`config.mk`:
```
export PLATFORM = sky130hd
export DESIGN_NAME = eeprom_read_arbiter
export DESIGN_NICKNAME = d
export VERILOG_FILES = /design/src/rtl/eeprom_arb_pkg.sv /design/src/rtl/eeprom_rr_arbiter2.sv /design/src/rtl/eeprom_read_arbiter.sv
export SDC_FILE = /design/constraint.sdc
export NUM_CORES = 1
export LEC_CHECK = 0
export ABC_AREA = 0
export BUFFER_PORTS_ARGS = -buffer_cell sky130_fd_sc_hd__buf_2
export CORE_MARGIN = 1.5
export CORE_UTILIZATION = 40
export DETAILED_ROUTE_END_ITERATION = 8
export PLACE_DENSITY = 0.84
export SLEW_MARGIN = 0
export SYNTH_ARGS = -nofsm -noshare
export SYNTH_HDL_FRONTEND = slang
export SYNTH_HIERARCHICAL = 1
export SYNTH_SLANG_ARGS = --single-unit
```
`constraint.sdc`:
```
create_clock -name clock -period 1.9 [get_ports clock]
set_clock_uncertainty 0.15 [all_clocks]
set_input_delay 0.19 -clock clock [delete_from_list [all_inputs] [get_ports clock]]
set_output_delay 0.19 -clock clock [all_outputs]
set_load 0.01 [all_outputs]
```
`src/rtl/eeprom_arb_pkg.sv`:
```
// Shared types and widths for the EEPROM read arbiter.
package eeprom_arb_pkg;

  localparam int EEPROM_ADDR_W = 15;
  localparam int EEPROM_DATA_W = 8;

  typedef enum logic [1:0] {
    IDLE,
    ACCESS,
    RECOVER
  } arb_state_t;

endpackage

```
`src/rtl/eeprom_rr_arbiter2.sv`:
```
// Two-way round-robin pick; masked requesters are never granted.
module eeprom_rr_arbiter2 (
  input  logic [1:0] req,
  input  logic [1:0] mask,
  input  logic       last_grant,
  output logic       grant_valid,
  output logic       grant_id
);

  logic [1:0] elig;

  always_comb begin
    elig        = req & ~mask;
    grant_valid = |elig;
    grant_id    = 1'b0;
    unique case (1'b1)
      (elig == 2'b11): grant_id = ~last_grant;
      (elig == 2'b10): grant_id = 1'b1;
      default:         grant_id = 1'b0;
    endcase
  end

endmodule

```
`src/rtl/eeprom_read_arbiter.sv`:
```
// Two-port read controller for a 28256-class EEPROM.
// Define EEPROM_ARB_STATS_EN to add the stat_reads/stat_conflicts counters.
module eeprom_read_arbiter
  import eeprom_arb_pkg::*;
#(
  parameter int WAIT_CYCLES = 3
) (
  input  logic                     clock,
  input  logic                     reset,
  input  logic                     r0_req,
  input  logic [EEPROM_ADDR_W-1:0] r0_addr,
  output logic                     r0_ack,
  output logic [EEPROM_DATA_W-1:0] r0_data,
  input  logic                     r1_req,
  input  logic [EEPROM_ADDR_W-1:0] r1_addr,
  output logic                     r1_ack,
  output logic [EEPROM_DATA_W-1:0] r1_data,
`ifdef EEPROM_ARB_STATS_EN
  output logic [15:0]              stat_reads,
  output logic [15:0]              stat_conflicts,
`endif
  output logic [EEPROM_ADDR_W-1:0] mem_addr,
  input  logic [EEPROM_DATA_W-1:0] mem_data_in,
  output logic                     mem_ce_n,
  output logic                     mem_oe_n
);

  localparam int CNT_W = (WAIT_CYCLES > 1) ? $clog2(WAIT_CYCLES) : 1;

  if (WAIT_CYCLES < 1) begin : g_bad_wait
    $error("WAIT_CYCLES must be at least 1");
  end

  arb_state_t               state_q, state_d;
  logic [CNT_W-1:0]         cnt_q, cnt_d;
  logic                     gid_q, gid_d;
  logic                     last_q, last_d;
  logic [EEPROM_ADDR_W-1:0] addr_q, addr_d;
  logic                     ce_n_q, ce_n_d;
  logic                     ack0_q, ack0_d;
  logic                     ack1_q, ack1_d;
  logic [EEPROM_DATA_W-1:0] data0_q, data0_d;
  logic [EEPROM_DATA_W-1:0] data1_q, data1_d;

  logic [1:0] req;
  logic [1:0] mask;
  logic       gnt_valid;
  logic       gnt_id;
  logic       grant_now;

  assign req  = {r1_req, r0_req};
  // The requester acked this cycle is not eligible again until next cycle
  assign mask = (state_q == RECOVER) ? (gid_q ? 2'b10 : 2'b01) : 2'b00;

  eeprom_rr_arbiter2 u_rr (
    .req         (req),
    .mask        (mask),
    .last_grant  (last_q),
    .grant_valid (gnt_valid),
    .grant_id    (gnt_id)
  );

  always_comb begin
    state_d   = state_q;
    cnt_d     = cnt_q;
    gid_d     = gid_q;
    last_d    = last_q;
    addr_d    = addr_q;
    ce_n_d    = 1'b1;
    ack0_d    = 1'b0;
    ack1_d    = 1'b0;
    data0_d   = data0_q;
    data1_d   = data1_q;
    grant_now = 1'b0;
    unique case (state_q)
      IDLE, RECOVER: begin
        state_d = IDLE;
        if (gnt_valid) begin
          grant_now = 1'b1;
          state_d   = ACCESS;
          gid_d     = gnt_id;
          last_d    = gnt_id;
          addr_d    = gnt_id ? r1_addr : r0_addr;
          cnt_d     = CNT_W'(WAIT_CYCLES - 1);
          ce_n_d    = 1'b0;
        end
      end
      ACCESS: begin
        if (cnt_q == '0) begin
          state_d = RECOVER;
          if (gid_q) begin
            data1_d = mem_data_in;
            ack1_d  = 1'b1;
          end else begin
            data0_d = mem_data_in;
            ack0_d  = 1'b1;
          end
        end else begin
          cnt_d  = cnt_q - 1'b1;
          ce_n_d = 1'b0;
        end
      end
      default: state_d = IDLE;
    endcase
  end

  always_ff @(posedge clock) begin
    if (reset) begin
      state_q <= IDLE;
      cnt_q   <= '0;
      gid_q   <= 1'b0;
      last_q  <= 1'b1;
      addr_q  <= '0;
      ce_n_q  <= 1'b1;
      ack0_q  <= 1'b0;
      ack1_q  <= 1'b0;
      data0_q <= '0;
      data1_q <= '0;
    end else begin
      state_q <= state_d;
      cnt_q   <= cnt_d;
      gid_q   <= gid_d;
      last_q  <= last_d;
      addr_q  <= addr_d;
      ce_n_q  <= ce_n_d;
      ack0_q  <= ack0_d;
      ack1_q  <= ack1_d;
      data0_q <= data0_d;
      data1_q <= data1_d;
    end
  end

  assign mem_addr = addr_q;
  assign mem_ce_n = ce_n_q;
  assign mem_oe_n = ce_n_q;
  assign r0_ack   = ack0_q;
  assign r1_ack   = ack1_q;
  assign r0_data  = data0_q;
  assign r1_data  = data1_q;

`ifdef EEPROM_ARB_STATS_EN
  logic [15:0] reads_q, reads_d;
  logic [15:0] confl_q, confl_d;
  logic        both_elig;

  always_comb begin
    both_elig = &(req & ~mask);
    reads_d   = reads_q;
    confl_d   = confl_q;
    if (grant_now && reads_q != 16'hFFFF)
      reads_d = reads_q + 16'd1;
    if (grant_now && both_elig && confl_q != 16'hFFFF)
      confl_d = confl_q + 16'd1;
  end

  always_ff @(posedge clock) begin
    if (reset) begin
      reads_q <= '0;
      confl_q <= '0;
    end else begin
      reads_q <= reads_d;
      confl_q <= confl_d;
    end
  end

  assign stat_reads     = reads_q;
  assign stat_conflicts = confl_q;
`endif

endmodule

```
==> metrics <==
hpwl dp=2752 microns; worst r2r path cells=6; Sum Neg Setup Slack=0 ns; Die Y=69.11 microns; antenna violations before repair=0; clock sink total=40; Worst-Margin Slew=0.8230 ns; Mapped Area=0.001748 sq mm; I/O Buffers=76; First DRT Iteration DRCs=96; leakage power=0.001065 uW; CTS tree=built; DIE WIDTH=69.11 microns; Startpoint Class=register; Max IR drop VDD=0.5347 mV; clk root buf=clkbuf_8; Synth cell types=32; Layout area overhead=34.72%; syn_nets=229; CP Capture Type=register; clk_lat worst skew=0.29 ns; DRC=0; vias in the first global route=1505; slew margin rel.=0.4513; RSZ-0062 raised after global routing=no; clock transition at the registers of the reported paths=0.08 ns; outcome=completed; share of layout cells above drive strength 1=0.4368; vias per inst=5.051; Tot Pwr=2135 uW; Hold Path End=r0_data[3]; final hold viol count=0; n_diodes=0; global route overflow=0; Post-synth EDFFs=0; worst hold path depth=3; routed via count=1571; Synth async-reset ratio=0; post-CTS setup buffers=0; num rows=23; CTS Buffer Depth=2; final cell count without fillers=311; warnings from Yosys=6; minimum clock period=1.828 ns; gpl congestion=0.7542; Worst Min Path Start=mem_data_in[3]; final setup fails=0; RR Endpoint=mem_addr[11]; Max Freq=0.5471 GHz; Cells after Synth=186; initial core utilization=0.4277; FF-to-FF Start=state_q[0]; Crit Path Max Fanout=8; register area share after synthesis=0.4581; CP Class=register to register; HP Class=input port to register; die area=0.004776 sq mm; core area=0.004086 sq mm; Final ANT Viol Nets=0; Post-Synthesis Mean Instance Area=9.397 sq um; Num CTS Buffers=5; H-tree Lvls=2; DR pass1 iterations=4; # IOs=77; Total Routed Length=4018 microns; cell area after layout=0.002355 sq mm; Nets=303; Slew Viols, Final=0; crit share post-route=0.9621; dpl cell area=0.002142 sq mm; predominant post-synthesis flop cell=dfxtp_1; PD cells=906.8 mW/mm^2; CP arrival=1.82 ns; Critical Path RT=1.89 ns; pin count of the biggest net entering global routing=41; Synth Register Bits=40; Placed Cells=300; number of max-cap violations=0; first-pass GRT wire length=6589 microns; reg2reg setup slack=0.07 ns; GRT Resource Usage Total=0.1671; WL/cell=12.92 microns
[through the flow]
stage                     hold WS [ns]  utilization  setup slack, ns
final                         0.007689       0.5762          0.07202
after global routing          0.003066       0.5762         0.006026
after CTS                     0.001820       0.5612          0.02722
after detailed placement        0.2946       0.5242          0.03767
after global placement          0.2913       0.5242           0.1453
after floorplan                 0.1175            -          0.02057
[state kept, by name, summed over array words and instances (netlist names)]
signal and cells:
state_q 2, mem_addr 15, r1_data 8, r0_ack 1
r1_ack 1, last_q 1, r0_data 8, cnt_q 2
gid_q 1, mem_ce_n 1
[how the worst max path moves through the flow]
| stage | to | from | cells after the start |
|---|---|---|---|
| 2_1_floorplan | mem_addr[10] | state_q[0] | 8 |
| 4_1_cts | mem_addr[0] | gid_q | 7 |
| 3_5_place_dp | mem_addr[0] | gid_q | 6 |
| 5_1_grt | mem_addr[11] | gid_q | 6 |
| 3_3_place_gp | mem_addr[10] | gid_q | 6 |
| 6_report | mem_addr[11] | state_q[0] | 6 |
[power breakdown]
part           internal, uW  total, uW  switching (uW)
clock                   463        748             285
sequential              907        945            38.3
combinational           208        442             234
[Yosys cell counts, drive strengths merged (2+ instances only)]
master	instances	area, sq um
a21oi	19	95.09
dfxtp	40	800.8
inv	4	15.01
nor3	2	10.01
a211oi	15	182.7
mux2i	15	150.1
nand2	35	131.4
nand2b	2	20.02
nor2	19	71.32
buf	15	106.4
a31oi	2	18.77
clkbuf	2	7.510
o21ai	2	10.01
[cell type report]
type	count	area [sq um]
fillers	379	1732
clock inverters	1	30.03
multi-input cells	125	860.8
repair buffers	84	488.0
flip-flops and latches	40	802.0
inverters	4	15.01
clock buffers	7	96.34
well taps	50	62.56
[cell families (layout without fill, tap and decap cells)]
kind of cell             after synthesis  in the layout  share of synthesized area
buffers and inverters                 21             96                    0.07373
AND/OR/NAND/NOR                       69             69                     0.1897
flip-flops                            40             40                     0.4581
multiplexers                          15             15                    0.08590
AO/OA/AOI/OAI                         40             40                     0.1854
adder cells (fa/ha/maj)                1              1                   0.007157
[worst max-delay path, cell delays in order, from the launching register on]
cell and delay, ns:
dfxtp_1 0.41, and3b_1 0.20, nand2b_4 0.16, a31oi_4 0.22
clkbuf_16 0.21, mux2i_2 0.25, a211oi_2 0.09
[layout by cell type (no fill, tap or decap), drive strengths merged, types with 2 or more instances in the layout]
master	n
o21ai	2
inv	4
nand2b	2
mux2i	15
nor2	19
a211oi	15
buf	81
a31oi	2
a21oi	19
dfxtp	40
dlygate4sd3	2
clkbuf	8
nand2	35
nor3	2
[routing by layer]
metal  GRT usage  wire length [microns]
met1      0.1856                   1605
met4     0.06972                     92
met2      0.2917                   2023
met5           0                      0
met3     0.05409                    297
[what timing repair did]
item | in CTS | in global routing
hold endpoints to repair | 2 | 0
setup endpoints to repair | 15 | 16
gates cloned | 0 | 1
pin swaps | 0 | 2
resized for setup | 2 | 8
hold buffers | 2 | 0
(Power assumes the default switching activity.)
